**config.mk**
```make
export PLATFORM = sky130hd
export DESIGN_NAME = wam_hit
export DESIGN_NICKNAME = d
export VERILOG_FILES = /design/src/rtl/wam_pkg.sv /design/src/rtl/wam_deb.sv /design/src/rtl/wam_hit.sv
export SDC_FILE = /design/constraint.sdc
export NUM_CORES = 1
export LEC_CHECK = 0
export BUFFER_PORTS_ARGS = -buffer_cell sky130_fd_sc_hd__buf_2
export CORE_UTILIZATION = 50
export CTS_BUF_LIST = sky130_fd_sc_hd__clkbuf_4 sky130_fd_sc_hd__clkbuf_8
export DETAILED_ROUTE_END_ITERATION = 10
export PLACE_DENSITY = 0.7
export SLEW_MARGIN = 20
export SYNTH_ARGS = -nofsm -noshare
export SYNTH_HDL_FRONTEND = slang
export SYNTH_SLANG_ARGS = --single-unit
```
**constraint.sdc**
```tcl
create_clock -name clk_19 -period 4.9 [get_ports clk_19]
set_clock_uncertainty 0.1 [all_clocks]
set_input_delay 0.98 -clock clk_19 [delete_from_list [all_inputs] [get_ports clk_19]]
set_output_delay 0.98 -clock clk_19 [all_outputs]
set_load 0.05 [all_outputs]
```
**src/rtl/wam_pkg.sv**
```systemverilog
// -----------------------------------------------------------------------------
// wam_pkg
// Shared definitions for the whack-a-mole player-input block:
//   - NUM_HOLES   : number of hole buttons / mole positions
//   - wam_state_e : game state encoding (IDLE / PLAY / OVER)
//   - bcd_digit_inc / bcd_score_inc : BCD increment helpers for the score
// -----------------------------------------------------------------------------
package wam_pkg;

    localparam int NUM_HOLES = 8;

    typedef enum logic [1:0] {
        ST_IDLE = 2'd0,
        ST_PLAY = 2'd1,
        ST_OVER = 2'd2
    } wam_state_e;

    // Increment one BCD digit; result is {carry, digit}. 9 wraps to 0 with carry.
    function automatic logic [4:0] bcd_digit_inc(input logic [3:0] digit);
        logic [4:0] res;
        if (digit >= 4'd9) begin
            res = {1'b1, 4'd0};
        end else begin
            res = {1'b0, digit + 4'd1};
        end
        return res;
    endfunction

    // Increment a two-digit BCD score, holding at 99.
    function automatic logic [7:0] bcd_score_inc(input logic [7:0] score);
        logic [4:0] ones;
        logic [4:0] tens;
        logic [7:0] res;
        ones = bcd_digit_inc(score[3:0]);
        tens = bcd_digit_inc(score[7:4]);
        if (score == 8'h99) begin
            res = score;
        end else if (ones[4]) begin
            res = {tens[3:0], ones[3:0]};
        end else begin
            res = {score[7:4], ones[3:0]};
        end
        return res;
    endfunction

endpackage

```
**src/rtl/wam_deb.sv**
```systemverilog
// -----------------------------------------------------------------------------
// wam_deb
// One-bit button conditioner: two-flop synchronizer followed by a
// counter-based debouncer. The debounced level only follows the synchronized
// input after the mismatch has persisted for the full debounce window, so
// bounce pulses shorter than DB_CYCLES samples never reach db.
//
// Parameters:
//   DB_CYCLES : debounce window in clk_19 samples (2..7)
// Ports:
//   clk_19 in  1  game tick clock
//   clr_n  in  1  asynchronous active-low reset
//   btn    in  1  raw asynchronous button, 1 = pressed
//   db     out 1  debounced, synchronized button level
// -----------------------------------------------------------------------------
module wam_deb
    import wam_pkg::*;
#(
    parameter int unsigned DB_CYCLES = 4
) (
    input  logic clk_19,
    input  logic clr_n,
    input  logic btn,
    output logic db
);

    // Counter value at which a still-differing sample is accepted. The
    // counter starts at 0 on the first differing sample, so db moves
    // DB_CYCLES+2 edges after the raw edge is first sampled.
    localparam logic [2:0] DB_TH_C = 3'(DB_CYCLES);

    logic       sync1_r;
    logic       sync2_r;
    logic       db_r;
    logic [2:0] cnt_r;

    // Two-flop synchronizer for the asynchronous button input.
    always_ff @(posedge clk_19 or negedge clr_n) begin
        if (!clr_n) begin
            sync1_r <= 1'b0;
            sync2_r <= 1'b0;
        end else begin
            sync1_r <= btn;
            sync2_r <= sync1_r;
        end
    end

    // Debounce: count consecutive mismatches, accept the new level at threshold.
    always_ff @(posedge clk_19 or negedge clr_n) begin
        if (!clr_n) begin
            db_r  <= 1'b0;
            cnt_r <= 3'd0;
        end else begin
            if (sync2_r == db_r) begin
                cnt_r <= 3'd0;
            end else if (cnt_r == DB_TH_C) begin
                db_r  <= sync2_r;
                cnt_r <= 3'd0;
            end else begin
                cnt_r <= cnt_r + 3'd1;
            end
        end
    end

    assign db = db_r;

endmodule

```
**src/rtl/wam_hit.sv**
```systemverilog
// -----------------------------------------------------------------------------
// wam_hit
// Player-input side of the whack-a-mole game. Conditions the eight hole
// buttons, turns each debounced rising edge into a press, keeps only the
// lowest-index press per cycle, and judges it against the mole pattern.
// Runs the IDLE/PLAY/OVER game state, a saturating two-digit BCD score and
// a miss counter that ends the game at MISS_LIMIT.
//
// Parameters:
//   DB_CYCLES  : debounce window in clk_19 samples (2..7)
//   MISS_LIMIT : miss count that ends the game (1..15)
// Ports:
//   clk_19    in  1  game tick clock (shared with the mole generator)
//   clr_n     in  1  asynchronous active-low reset
//   btn       in  8  raw bouncing hole buttons, 1 = pressed
//   holes     in  8  current mole pattern, 1 = mole present
//   hit       out 8  one-cycle pulse on a successful whack (one-hot or 0)
//   score_bcd out 8  BCD score, tens in [7:4], holds at 99
//   miss_cnt  out 4  binary miss count
//   playing   out 1  high in PLAY
//   game_over out 1  high in OVER
// -----------------------------------------------------------------------------
module wam_hit
    import wam_pkg::*;
#(
    parameter int unsigned DB_CYCLES  = 4,
    parameter int unsigned MISS_LIMIT = 8
) (
    input  logic       clk_19,
    input  logic       clr_n,
    input  logic [7:0] btn,
    input  logic [7:0] holes,
    output logic [7:0] hit,
    output logic [7:0] score_bcd,
    output logic [3:0] miss_cnt,
    output logic       playing,
    output logic       game_over
);

    localparam logic [3:0] MISS_LIM_C = 4'(MISS_LIMIT);

    logic [NUM_HOLES-1:0] db_s;
    logic [NUM_HOLES-1:0] db_d_r;
    logic [NUM_HOLES-1:0] press_s;
    logic [NUM_HOLES-1:0] sel_s;
    logic                 accept_s;
    logic                 mole_s;

    wam_state_e           state_r;
    wam_state_e           state_nx_s;
    logic [7:0]           hit_r;
    logic [7:0]           hit_nx_s;
    logic [7:0]           score_r;
    logic [7:0]           score_nx_s;
    logic [3:0]           miss_r;
    logic [3:0]           miss_nx_s;
    logic [3:0]           miss_inc_s;

    for (genvar i = 0; i < NUM_HOLES; i++) begin : g_deb
        wam_deb #(
            .DB_CYCLES (DB_CYCLES)
        ) u_deb (
            .clk_19 (clk_19),
            .clr_n  (clr_n),
            .btn    (btn[i]),
            .db     (db_s[i])
        );
    end

    // Delayed debounced levels for rising-edge detection.
    always_ff @(posedge clk_19 or negedge clr_n) begin
        if (!clr_n) begin
            db_d_r <= '0;
        end else begin
            db_d_r <= db_s;
        end
    end

    // Rising edges only; x & -x isolates the lowest set bit, so any
    // simultaneous higher-index presses are dropped rather than queued.
    assign press_s  = db_s & ~db_d_r;
    assign sel_s    = press_s & (~press_s + 8'd1);
    assign accept_s = |press_s;
    assign mole_s   = |(sel_s & holes);

    // Next-state, hit, score and miss logic for the game FSM.
    always_comb begin
        state_nx_s = state_r;
        hit_nx_s   = 8'd0;
        score_nx_s = score_r;
        miss_nx_s  = miss_r;
        miss_inc_s = miss_r + 4'd1;
        case (state_r)
            ST_IDLE: begin
                if (accept_s) begin
                    state_nx_s = ST_PLAY;
                end else begin
                    state_nx_s = ST_IDLE;
                end
            end
            ST_PLAY: begin
                if (accept_s) begin
                    if (mole_s) begin
                        hit_nx_s   = sel_s;
                        score_nx_s = bcd_score_inc(score_r);
                    end else begin
                        miss_nx_s = miss_inc_s;
                        if (miss_inc_s == MISS_LIM_C) begin
                            state_nx_s = ST_OVER;
                        end else begin
                            state_nx_s = ST_PLAY;
                        end
                    end
                end else begin
                    state_nx_s = ST_PLAY;
                end
            end
            ST_OVER: begin
                state_nx_s = ST_OVER;
            end
            default: begin
                state_nx_s = ST_IDLE;
            end
        endcase
    end

    // State, hit pulse, score and miss registers.
    always_ff @(posedge clk_19 or negedge clr_n) begin
        if (!clr_n) begin
            state_r <= ST_IDLE;
            hit_r   <= 8'd0;
            score_r <= 8'd0;
            miss_r  <= 4'd0;
        end else begin
            state_r <= state_nx_s;
            hit_r   <= hit_nx_s;
            score_r <= score_nx_s;
            miss_r  <= miss_nx_s;
        end
    end

    assign hit       = hit_r;
    assign score_bcd = score_r;
    assign miss_cnt  = miss_r;
    assign playing   = (state_r == ST_PLAY);
    assign game_over = (state_r == ST_OVER);

endmodule

```
==> metrics.md, run 1 <==
| Metric | Value |
|---|---|
| Status | complete, but fails checks |
| Violated checks | DRC |
| Global routing met2 resource utilization | 26.2% |
| CTS root buf | clkbuf_8 |
| Design Area, Final | 3890 sq um |
| DR pass1 iterations | 8 |
| Hold Path Cell Cnt | 0 |
| Core Region | 6490 sq um |
| Placed cell area | 3700 sq um |
| Syn avg cell area | around 12 sq um |
| Yosys warning count | 0 |
| CTS resizes | 0 |
| Drt drc | 6 |
| Largest net degree at the start of global routing | 79 |
| Crit path buffers/inverters | 1 |
| Die Y | 84.8 microns |
| FF-to-FF path depth | 6 |
| CTS max path bufs | 2 |
| PwrDens | 668 nW/um^2 |
| All-layer global routing usage | 16.8% |
| Max-slew headroom | 37.5% |
| Cell Rows | 29 |
| VDD IR max | 0.245 mV |
| Slowest stage delay, CP | 690 ps |
| Most frequent cells in the layout | 78 x dfrtp_1, 38 x buf_2, 28 x inv_1 |
| CTS Buf Count | 9 |
| Mux cell area share after synthesis | 5.44% |
| CP max stage cell | nor2b_1 |
| RSZ-0062 raised after global routing | no |
| Area share of the largest cell type after synthesis | 57.0% |
| Placer congestion estimate | around 0.84 |
| Syn Nets | 323 |
| Worst slew pin tran | 937 ps |
| Largest family of logic cells by synthesized area | simple AND/OR/NAND/NOR gates |
| Top Usage Layer GRT | met2 |
| Synthesized area | 3430 sq um |
| Synth-to-layout area growth | 13.6% |
| Worst skew pair latency | about 340 ps |
| Nets@finish | 371 |
| Synth Flop Type | dfrtp_1 |
| Pleak | 0.00190 uW |
| Setup TNS | 0 ps |
| Hold Slack | 251 ps |
| DR vias/cell | 5.10 |
| Final wirelength | 5230 microns |
| Max H-tree Level | 3 |
| Crit path cell chain | nor2b_1 -> buf_2 |
| CTS Sinks | between 70 and 80 |
| Adder-cell area share of the yosys netlist | 8.40% |
| Final period utilization | 59.2% |
| I/O pin cnt | 40 |
| Crit Path Category | reg -> out |
| CP Capture Type | primary output |
| Most common cell after layout, fill and taps aside | dfrtp_1 |
| Antenna violations before repair | 0 |
| Initial detailed-routing violation count | 74 |
| Share of post-route cells with drive strength above 1 | between 20% and 30% |
| Yosys reg bits | 78 |
| Grt ovf | 0 |
| ANT cells | 0 |
| Kind of start point of the critical path | register |
| Max_cap viols | 0 |
| Crit Path Max Fanout | 10 |
| Fill cells | 532 |
| Post-Synth XOR/XNOR Area | 3.07% |
| Final hold violation count | 0 |
| Clk slew on worst S/H paths | 80 ps |
| CP arrival | 1820 ps |
| Worst Path Required | 3820 ps |
| Post CTS Setup Buffer Count | 0 |
| IO Port Bufs | 39 |
| Levels on crit path | 2 |
| Area leader, netlist | dfrtp_1 |
| Global-route wire length before repair | roughly 9300 microns |
| Max-slew violations | 0 |
| CTS Hold Bufs | 0 |
| Final ANT Viol Nets | 0 |
| Routed WL per cell | 12.7 microns |
| TritonCTS clock tree | yes |
| Met3 usage | 5.11% |
| Worst Hold Class | reg -> reg |
| Vias post-DR | between 2000 and 2500 |
| Die W | 84.8 microns |
| Post-synth ARST share | 100% |
| Met1 GRT Util | 22.0% |
| Number of synthesized flops with an enable pin | 0 |
| Initial core utilization | roughly 53% |
| Sequential area share after synthesis | 57.0% |
| Delay-heaviest family, CP | simple AND/OR/NAND/NOR gates |
| Post-synthesis simple-gate area fraction | 17.5% |
| DP HPWL | roughly 3700 microns |
| Cells after synthesis | 282 |
| DIE AREA | 7190 sq um |
| Peak Freq | 345 MHz |
| Vias in the first global route | between 2000 and 2500 |
| Post-layout min period | 2900 ps |
| Compound-Gate Fraction of Synth Area | between 5 and 6% |
| Synth top area cells | dfrtp_1 57%, ha_1 8.4%, inv_1 3.1% |
| Final setup viols | 0 |
| Synth cell types | 45 |
layer usage:
metal,wire [microns],part of all wire (%)
met1,2410,46
met2,2530,48
met3,208,4.0
met4,84,1.6
met5,0,0
cell usage after synthesis (6+ instances only):
master / count
nand2_1: 15
xnor2_1: 12
nor3_1: 8
ha_1: 23
mux2_2: 9
nor2_1: 25
nor3b_1: 6
a21oi_1: 6
dfrtp_1: 78
nand2b_1: 7
nor2b_1: 6
inv_1: 28
mux2i_1: 7
cells by family after synthesis:
family                     Yosys count
AOI/OAI and AO/OA                   23
xor gates and xnor gates            12
adders and majority gates           23
buffers and inverters               30
DFF                                 78
muxes                               17
and+or+nand+nor                     99
state kept, by name, summed over array words and instances, names as in the netlist:
signal               cells
g_deb.u_deb.cnt_r       24
db_d_r                   8
g_deb.u_deb.db           8
g_deb.u_deb.sync1_r      8
g_deb.u_deb.sync2_r      8
hit                      8
score_bcd                8
miss_cnt                 4
state_r                  2
stage by stage:
stage	worst slack, ps	power [uW]	std cells	utilization (%)
floorplan	2400	1940	282	-
global placement	1910	2130	396	57.0
detailed placement	1920	2170	396	57.0
CTS	2020	2630	412	59.9
global route	1950	2800	412	59.9
finish	2000	2600	412	59.9
final timing paths:
path	start	end	slack, ps
worst max-delay path	state_r[0]	playing	2000
worst min-delay path	g_deb[7].u_deb.sync1_r	g_deb[7].u_deb.sync2_r	250
worst max register to register	g_deb[3].u_deb.db	score_bcd[4]	2490
worst min register to register	g_deb[7].u_deb.sync1_r	g_deb[7].u_deb.sync2_r	250
max in group asynchronous	clr_n	g_deb[0].u_deb.sync1_r	3420
min in group asynchronous	clr_n	g_deb[6].u_deb.cnt_r[1]	680
area by class of cell:
cell class              count  area, sq um  area share [%]
inverters                  28          105            2.70
multi-input cells         174         1350            34.7
flip-flops and latches     78         1950            50.1
repair buffers             39          198            5.08
clock inverters             7         65.1            1.67
clock buffers               9          124            3.18
well taps                  77         96.3            2.48
power breakdown:
part           internal (uW)  total (uW)  leakage, uW  switching [uW]
registers                850        1010     0.000984             159
clock network            231         456    0.0000948             225
logic                    445        1140     0.000825             691
worst reg2reg max path, stage by stage (launching register included):
cell	delay, ps
dfrtp_1	420
and2b_1	210
nor4b_2	180
a221o_1	350
a21oi_2	490
nor2_1	230
mux2_2	310
(Power assumes the default switching activity.)
==> run 2, diff against run 1 <==
==> constraint.sdc (replaced) <==
create_clock -name clk_19 -period 2.75 [get_ports clk_19]
set_clock_uncertainty 0.1 [all_clocks]
set_input_delay 0.55 -clock clk_19 [delete_from_list [all_inputs] [get_ports clk_19]]
set_output_delay 0.55 -clock clk_19 [all_outputs]
set_load 0.05 [all_outputs]
==> run 2 against run 1 <==
  * The run still ends with DRC left
  * Final area increased by 2.9%
  * Sequential cell count unchanged
  * Total power up 92%
  * Global-route usage is 1.0 points higher
  * Final cell count increased by 1.2%
  * Worst hold slack lost 180 ps
  * Worst setup slack got worse by 1500 ps
  * Count of clock-buffer cells in the layout rose by 1
  * Sequential power increased by 78%
  * Critical path depth increased by 5
  * Utilization grew 1.8 points
==> metrics.md, run 2 (synthesis gave the netlist of run 1 again) <==
| Metric | Value |
|---|---|
| Status | complete, but fails checks (unchanged) |
| Violated checks | DRC (unchanged) |
| CP arrival | 2430 ps (was 1820 ps) |
| Setup TNS | 0 ps (unchanged) |
| FF-to-FF path depth | 7 (was 6) |
| Die W | 84.8 microns (unchanged) |
| All-layer global routing usage | 17.8% (was 16.8%) |
| Max_cap viols | 0 (unchanged) |
| RSZ-0062 raised after global routing | no (unchanged) |
| Most flop-heavy register | g_deb.u_deb.cnt_r (unchanged) |
| CTS max path bufs | 2 (unchanged) |
| Share of post-route cells with drive strength above 1 | 23.8% (was 22.7%) |
| PwrDens | 1250 nW/um^2 (was 668 nW/um^2) |
| CTS root buf | clkbuf_8 (unchanged) |
| Clk slew on worst S/H paths | 80 ps (about the same) |
| DR pass1 iterations | 7 (was 8) |
| DP HPWL | 4000 microns (was 3710 microns) |
| Kind of start point of the critical path | register (unchanged) |
| CTS Buf Count | 9 (unchanged) |
| Post CTS Setup Buffer Count | 0 (unchanged) |
| Worst slew pin tran | 511 ps (was 937 ps) |
| Max H-tree Level | 3 (unchanged) |
| Final hold violation count | 0 (unchanged) |
| Peak Freq | about 440 MHz |
| Global-route wire length before repair | 9800 microns (was 9310 microns) |
| Critical R2R Capture | score_bcd[2] (was score_bcd[4]) |
| Largest register FFs | 24 (unchanged) |
| Worst Hold Class | in -> async (was reg -> reg) |
| Routed WL per cell | 13.1 microns (was 12.7 microns) |
| Post-layout min period | roughly 2300 ps |
| Placer congestion estimate | 0.802 (was 0.843) |
| DR vias/cell | 5.12 (was 5.10) |
| TritonCTS clock tree | yes (unchanged) |
| Crit Path Category | reg -> reg (was reg -> out) |
| Drt drc | 6 (unchanged) |
| CTS resizes | 0 (unchanged) |
| Antenna violations before repair | 0 (unchanged) |
| I/O pin cnt | 40 (unchanged) |
| Final period utilization | 83.3% |
| Synth-to-layout area growth | 16.9% (was 13.6%) |
| Die Y | 84.8 microns (unchanged) |
| Final setup viols | 0 (unchanged) |
| Cell Rows | 29 (unchanged) |
| R2R setup slack | 460 ps (was 2490 ps) |
| Pleak | 0.00197 uW (was 0.00190 uW) |
| DIE AREA | 7190 sq um (unchanged) |
| Final ANT Viol Nets | 0 (unchanged) |
| VDD IR max | 0.457 mV (was 0.245 mV) |
| CTS Hold Bufs | 0 (unchanged) |
| Worst skew pair latency | 350 ps (was 340 ps) |
| Most frequent cells in the layout | 78 x dfrtp_1, 38 x buf_2, 28 x inv_1 (unchanged) |
| Crit Path Max Fanout | 8 (was 10) |
| Max-slew headroom | 66.0% (was 37.5%) |
| Fill cells | 496 (was 532) |
| Core Region | 6490 sq um (unchanged) |
| Register area | 1950 sq um (unchanged) |
| Worst R2R Start | g_deb[2].u_deb.db (was g_deb[3].u_deb.db) |
| Final wirelength | 5450 microns (was 5230 microns) |
| Worst Path Required | 2890 ps (was 3820 ps) |
| IO Port Bufs | 39 (unchanged) |
| Vias post-DR | 2136 (was 2102) |
| Max-slew violations | 0 (unchanged) |
| ANT cells | 0 (unchanged) |
| CP Capture Type | register (was primary output) |
| Initial core utilization | 52.7% (unchanged) |
| Most common cell after layout, fill and taps aside | dfrtp_1 (unchanged) |
| Largest net degree at the start of global routing | 42 (was 79) |
| Grt ovf | 0 (unchanged) |
| Design Power | 4990 uW (was 2600 uW) |
| CTS Sinks | 78 (unchanged) |
| Nets@finish | 376 (was 371) |
| Post-Route Utilization | 61.7% (was 59.9%) |
| Initial detailed-routing violation count | 73 (was 74) |
| Multi-input combinational cell area | 1350 sq um (unchanged) |
| Vias in the first global route | 2227 (was 2063) |
[run 2: power by group]
part | switching [uW] | internal, uW | leakage, uW
clock network | 407 | 705 | 0.000134
registers | 287 | 1510 | 0.000984
logic | 1260 | 820 | 0.000848
[run 2: how the worst max path moves through the flow]
stage                       from      endpoint  slack, ps  cells past startpoint
6_report       g_deb[2].u_deb.db  score_bcd[2]        460                      7
5_1_grt        g_deb[2].u_deb.db  score_bcd[4]        310                      6
2_1_floorplan       score_bcd[5]  score_bcd[4]        470                      8
3_3_place_gp            holes[4]  score_bcd[4]        360                      7
4_1_cts        g_deb[2].u_deb.db  score_bcd[2]        460                      7
3_5_place_dp            holes[4]  score_bcd[4]        350                      7
[run 2: layout make-up]
| type | instances | share of cell area (%) |
|---|---|---|
| well taps | 77 | 2.40 |
| clock buffers | 10 | 3.28 |
| multi-input cells | 174 | 33.8 |
| repair buffers | 44 | 5.87 |
| inverters | 28 | 2.62 |
| flip-flops and latches | 78 | 48.7 |
| clock inverters | 6 | 3.34 |
[run 2: through the flow]
step	setup WS [ps]	area [sq um]	std cells	hold slack (ps)
floorplan	473	3430	282	154
global placement	360	3740	401	231
detailed placement	349	3740	401	235
CTS	458	4010	417	78.7
global route	306	4010	417	92.5
finish	459	4010	417	69.6
[run 2: metal layers]
layer	wire length, microns	track usage (%)	vias up
li1	-	-	1044
met1	2590	22.4	1049
met2	2520	27.6	32
met3	210	6.49	11
met4	126	8.17	0
met5	0	0	-
[run 2: worst max-delay path, cell delays in order, from the launching register on]
cell and delay (ps):
dfrtp_1 430, and2b_1 230, nor4b_2 330, a221o_1 280
a21oi_2 120, buf_4 200, o31a_1 290, a41o_1 200
